$ cat config.mk
export PLATFORM = sky130hd
export DESIGN_NAME = pipe_hs_stage
export DESIGN_NICKNAME = d
export VERILOG_FILES = /design/src/rtl/pipe_pkg.sv /design/src/rtl/pipe_hs_slot.sv /design/src/rtl/pipe_hs_stage.sv
export SDC_FILE = /design/constraint.sdc
export NUM_CORES = 1
export LEC_CHECK = 0
export BUFFER_PORTS_ARGS = -buffer_cell sky130_fd_sc_hd__clkbuf_2
export CORE_MARGIN = 2
export CORE_UTILIZATION = 40
export DETAILED_ROUTE_END_ITERATION = 10
export GPL_ROUTABILITY_DRIVEN = 0
export PLACE_DENSITY_LB_ADDON = 0.2
export RECOVER_POWER = 100
export SLEW_MARGIN = 20
export SYNTH_ARGS = -nofsm -noshare
export SYNTH_HDL_FRONTEND = slang
export SYNTH_SLANG_ARGS = --single-unit
$ cat constraint.sdc
create_clock -name clk -period 2 [get_ports clk]
set_clock_uncertainty 0.2 [all_clocks]
set_input_delay 0.2 -clock clk [delete_from_list [all_inputs] [get_ports clk]]
set_output_delay 0.2 -clock clk [all_outputs]
set_load 0.03 [all_outputs]
$ cat src/rtl/pipe_pkg.sv
// rtl/pipe_pkg.sv - shared constants for the handshake pipeline stage registers
package pipe_pkg;

  localparam int STAGE_MAX = 4;

  // Default layout of the control bundle as produced by the decoder
  localparam int CTRL_WREG   = 0;
  localparam int CTRL_M2REG  = 1;
  localparam int CTRL_WMEM   = 2;
  localparam int CTRL_ALUC   = 3;
  localparam int CTRL_ALUC_W = 4;

  function automatic int clamp_stages(input int s);
    if (s < 1) return 1;
    if (s > STAGE_MAX) return STAGE_MAX;
    return s;
  endfunction

endpackage

$ cat src/rtl/pipe_hs_slot.sv
// rtl/pipe_hs_slot.sv - one valid/ready register slot with optional skid entry
module pipe_hs_slot #(
  parameter int DATA_W = 64,
  parameter int CTRL_W = 16,
  parameter bit SKID   = 1'b1
) (
  input  logic              clk,
  input  logic              clrn,
  input  logic              flush,
  input  logic              up_valid,
  output logic              up_ready,
  input  logic [CTRL_W-1:0] up_ctrl,
  input  logic [DATA_W-1:0] up_data,
  output logic              dn_valid,
  input  logic              dn_ready,
  output logic [CTRL_W-1:0] dn_ctrl,
  output logic [DATA_W-1:0] dn_data
);

  logic              mv_q, mv_d, sv_q, sv_d;
  logic [CTRL_W-1:0] mctrl_q, mctrl_d, sctrl_q, sctrl_d;
  logic [DATA_W-1:0] mdata_q, mdata_d, sdata_q, sdata_d;
  logic              accept;

  assign up_ready = SKID ? !sv_q : (!mv_q || dn_ready);
  assign accept   = up_valid && up_ready;
  assign dn_valid = mv_q;
  assign dn_ctrl  = mv_q ? mctrl_q : '0;
  assign dn_data  = mdata_q;

  always_comb begin
    mv_d    = mv_q;
    sv_d    = sv_q;
    mctrl_d = mctrl_q;
    sctrl_d = sctrl_q;
    mdata_d = mdata_q;
    sdata_d = sdata_q;
    // Flush drops everything, including a same-cycle accept; data is left in place
    if (flush) begin
      mv_d    = 1'b0;
      sv_d    = 1'b0;
      mctrl_d = '0;
      sctrl_d = '0;
    end else if (mv_q && dn_ready) begin
      if (sv_q) begin
        mctrl_d = sctrl_q;
        mdata_d = sdata_q;
        sv_d    = 1'b0;
        sctrl_d = '0;
      end else if (accept) begin
        mctrl_d = up_ctrl;
        mdata_d = up_data;
      end else begin
        mv_d    = 1'b0;
        mctrl_d = '0;
      end
    end else if (!mv_q) begin
      if (accept) begin
        mv_d    = 1'b1;
        mctrl_d = up_ctrl;
        mdata_d = up_data;
      end
    end else if (accept) begin
      sv_d    = 1'b1;
      sctrl_d = up_ctrl;
      sdata_d = up_data;
    end
  end

  always_ff @(posedge clk or negedge clrn) begin
    if (!clrn) begin
      mv_q    <= 1'b0;
      sv_q    <= 1'b0;
      mctrl_q <= '0;
      sctrl_q <= '0;
      mdata_q <= '0;
      sdata_q <= '0;
    end else begin
      mv_q    <= mv_d;
      sv_q    <= sv_d;
      mctrl_q <= mctrl_d;
      sctrl_q <= sctrl_d;
      mdata_q <= mdata_d;
      sdata_q <= sdata_d;
    end
  end

endmodule

$ cat src/rtl/pipe_hs_stage.sv
// rtl/pipe_hs_stage.sv - chain of handshake slots plus saturating stall counter
module pipe_hs_stage
  import pipe_pkg::*;
#(
  parameter int DATA_W = 64,
  parameter int CTRL_W = 16,
  parameter int STAGES = 1,
  parameter bit SKID   = 1'b1,
  parameter int CNT_W  = 16
) (
  input  logic              clk,
  input  logic              clrn,
  input  logic              in_valid,
  output logic              in_ready,
  input  logic [CTRL_W-1:0] in_ctrl,
  input  logic [DATA_W-1:0] in_data,
  input  logic              flush,
  output logic              out_valid,
  input  logic              out_ready,
  output logic [CTRL_W-1:0] out_ctrl,
  output logic [DATA_W-1:0] out_data,
  output logic [CNT_W-1:0]  stall_cnt,
  input  logic              clr_stats
);

  localparam int N = clamp_stages(STAGES);

  logic [N:0]             vld, rdy;
  logic [N:0][CTRL_W-1:0] ctl;
  logic [N:0][DATA_W-1:0] dat;
  logic [CNT_W-1:0]       stall_cnt_q, stall_cnt_d;

  assign vld[0]    = in_valid;
  assign ctl[0]    = in_ctrl;
  assign dat[0]    = in_data;
  assign in_ready  = rdy[0];
  assign rdy[N]    = out_ready;
  assign out_valid = vld[N];
  assign out_ctrl  = ctl[N];
  assign out_data  = dat[N];
  assign stall_cnt = stall_cnt_q;

  for (genvar k = 0; k < N; k++) begin : gen_slot
    pipe_hs_slot #(.DATA_W(DATA_W), .CTRL_W(CTRL_W), .SKID(SKID)) u_slot (
      .clk      (clk),
      .clrn     (clrn),
      .flush    (flush),
      .up_valid (vld[k]),
      .up_ready (rdy[k]),
      .up_ctrl  (ctl[k]),
      .up_data  (dat[k]),
      .dn_valid (vld[k+1]),
      .dn_ready (rdy[k+1]),
      .dn_ctrl  (ctl[k+1]),
      .dn_data  (dat[k+1])
    );
  end

  always_comb begin
    stall_cnt_d = stall_cnt_q;
    if (clr_stats) begin
      stall_cnt_d = '0;
    end else if (out_valid && !out_ready && (stall_cnt_q != '1)) begin
      stall_cnt_d = stall_cnt_q + CNT_W'(1);
    end
  end

  always_ff @(posedge clk or negedge clrn) begin
    if (!clrn) begin
      stall_cnt_q <= '0;
    end else begin
      stall_cnt_q <= stall_cnt_d;
    end
  end

endmodule

==> summary.txt <==
status: finished clean
nets@finish: 1083
WL per Instance: 16.4 um
syn_nets: 783
filler instances: 1638
Peak supply drop: 0.604 mV
sequential share of the synthesized area: 59.3%
Tightest Pin Transition: 1.06 ns
final hold vios: 0
headroom to the max-slew limit: 29.5%
row count: 50
largest net degree at the start of global routing: 43
Placeable Area: 0.0186 mm2
Final Instance Count excl. Fillers: 1242
die height: 141 um
crit share post-route: 98.9%
share of cells above drive strength 1: 29.0%
clock period minus worst slack: 1.98 ns
placed cells: 1117
RSZ-0062 raised after global routing: true
Die Width: 141 um
Initial Util: 40.4%
Max Clock Freq: 505 MHz
post-synthesis cell count: 696
final instance area: 0.0105 mm2
Clock transition at path regs: 0.07 ns
Placement Cell Area: 0.00909 mm2
EDFF count, synth: 0
H-tree Lvls: 4
Root Buffer: clkbuf_16
Pwr Density: 982 mW/mm2
Mean Syn Cell Area: 10.8 um2
grt ovf: 0
Max Cap Violations: 0
PnR Total Power: 10.3 mW
Synth Area in Adders: 0.167%
XOR/XNOR share of the synthesized area: 0.816%
Critical Path AT: 2.13 ns
CTS Buf Count: 17
predominant post-synthesis flop cell: dfrtp_1
Seq cells post-synth: 178
io pins: 184
WHS: 0.0472 ns
largest area contributor in the netlist: dfrtp_1
family with the most delay on the worst path: simple AND/OR/NAND/NOR gates
routed via count: 6386
Distinct cells, synth: 43
worst-path cell chain: buf_4 -> nand2b_1 -> or3_2 -> or3_1 -> a21oi_1
diodes inserted: 0
largest family of logic cells by synthesized area: compound AO/OA/AOI/OAI gates
die area: 0.0199 mm2
CP max stage cell: or3_2
total iterations of the first detailed-routing run: 7
area share of the leading cell type in the synthesized netlist: 59.3%
Routed Antenna Nets: 0
Post-Synth Simple-Gate Area: 11.2%
Worst Setup End Kind: flip-flop
Worst setup SP type: flip-flop
Slew Viols, Final: 0
CP Max Fanout: 3
worst hold path type: primary input to flip-flop
final WL: 20400 um
CTS tree: yes
Avg Vias per Cell: 5.14
CTS max path bufs: 2
number of global-route vias before repair: 6345
compound-cell area share of the yosys netlist: 15.7%
most area-consuming cells after synthesis: dfrtp_1 59%, mux2_2 9.6%, o22ai_1 5.3%
clock sink count: 178
overall routing resource usage: 20.5%
critical path type: flip-flop to flip-flop
leakage: 4.63 nW
area occupied by registers: 0.00447 mm2
initial antenna violation count: 0
# DRC: 0
Clk Latency, worst-skew pair: 0.43 ns
final setup vio count: 0
first-pass GRT wire length: 32800 um
mux contribution to synthesized area: 9.79%
crit-path max cell delay: 0.55 ns
multi-input logic area: 0.00293 mm2
DP HPWL: 12800 um
Mapped Area: 0.00751 mm2
area delta synth->final: 40.2%
Synth async-reset ratio: 100%
DR iter-0 viols: 325
Req. time, crit path: 2.15 ns
Worst Path Buf+Inv: 1
Syn. warnings: 0
PortBufs: 183
layout make-up:
class                   count  share of cell area, %
clock buffers              18                   4.17
clock inverters            13                   1.86
inverters                   4                  0.143
repair buffers            330                   20.8
well taps                 234                   2.78
multi-input cells         465                   27.8
flip-flops and latches    178                   42.4
placed cells by master, fill, tap and decap left out, types with 9 or more instances in the layout:
cell	count
dfrtp_2	14
a22oi_1	16
clkbuf_16	18
nand2_1	57
nor2_1	80
mux2_2	64
buf_4	42
a21oi_1	73
clkbuf_2	106
dfrtp_1	164
and2_1	16
o21ai_0	34
dlygate4sd3_1	84
clkbuf_1	83
o22ai_1	64
nand3_1	9
routing by layer:
metal  track usage (%)  up-vias  wire (um)
li1                  -     3083          -
met1              28.3     3108       9260
met4              5.68        0        203
met5                 0        -          0
met3              5.40       16       1280
met2              32.0      179       9630
kinds of logic (layout without fill, tap and decap cells):
group                      count (synthesis)  in the layout
muxes                                     65             65
xor gates and xnor gates                   7              7
AOI/OAI and AO/OA                        203            204
DFF                                      178            178
buffers and inverters                     54            365
adders and majority gates                  1              1
and+or+nand+nor                          188            188
power breakdown:
group,leakage [nW],switching [mW],internal [mW],total (mW)
Combinational,2.18,1.27,0.846,2.12
Clock,0.310,1.47,2.15,3.62
Sequential,2.14,0.344,4.26,4.61
Total,4.63,3.09,7.26,10.3
synth_stat cells, types with 2 or more instances:
cell / number
a21oi_1: 74
a22oi_1: 16
a311oi_1: 2
a31oi_1: 3
and2_1: 16
and3_1: 3
buf_1: 2
buf_2: 14
clkbuf_1: 32
dfrtp_1: 178
inv_1: 4
mux2_2: 64
nand2_1: 58
nand2b_1: 2
nand3_1: 10
nand4_1: 3
nor2_1: 81
nor2b_1: 2
nor3_1: 3
nor3_2: 2
o21ai_0: 35
o21bai_1: 2
o22ai_1: 64
o31ai_1: 2
xnor2_1: 3
xor2_1: 4
timing repair:
action | 4_1_cts | 5_1_grt
hold buffers | 84 | 0
pin swaps | 1 | 4
gates cloned | 0 | 3
endpoints found under the hold margin | 343 | 0
gates resized for setup | 2 | 7
endpoints found under the setup margin | 18 | 55
setup buffers | 0 | 7
worst paths after layout:
| check | from | endpoint | slack, ns | cells after the start |
|---|---|---|---|---|
| worst max-delay path | gen_slot[0].u_slot.dn_valid$_DFFE_PN0P_ | stall_cnt[8]$_DFFE_PN0P_ | 0.02 | 5 |
| worst min-delay path | out_ready | gen_slot[0].u_slot.dn_valid$_DFFE_PN0P_ | 0.05 | 4 |
| worst max register to register | gen_slot[0].u_slot.dn_valid$_DFFE_PN0P_ | stall_cnt[8]$_DFFE_PN0P_ | 0.02 | 5 |
| worst min register to register | gen_slot[0].u_slot.mctrl_q[14]$_DFFE_PN0P_ | gen_slot[0].u_slot.mctrl_q[14]$_DFFE_PN0P_ | 0.27 | 2 |
| max in group asynchronous | clrn | gen_slot[0].u_slot.sdata_q[39]$_DFFE_PN0P_ | 0.28 | 3 |
| min in group asynchronous | clrn | gen_slot[0].u_slot.mctrl_q[5]$_DFFE_PN0P_ | 0.30 | 2 |
worst register-to-register path, stage by stage, from the launching register on:
cell and delay (ns):
dfrtp_2 0.37, buf_4 0.16, nand2b_1 0.14, or3_2 0.55, or3_1 0.36, a21oi_1 0.14
registers in the layout, summed over array words and instances, names as in the netlist:
register / cells
stall_cnt: 16
gen_slot.u_slot.dn_data: 64
gen_slot.u_slot.dn_valid: 1
gen_slot.u_slot.sv_q: 1
gen_slot.u_slot.sdata_q: 64
gen_slot.u_slot.sctrl_q: 16
gen_slot.u_slot.mctrl_q: 16
metrics by stage:
stage | util, % | setup slack (ns) | setup TNS [ns]
2_1_floorplan | - | -0.143 | -0.192
3_3_place_gp | 48.9 | -0.0530 | -0.798
3_5_place_dp | 48.9 | -0.0673 | -0.778
4_1_cts | 56.9 | 0.0192 | 0
5_1_grt | 56.7 | -0.0440 | -0.247
6_report | 56.7 | 0.0212 | 0
(Power assumes the default switching activity.)
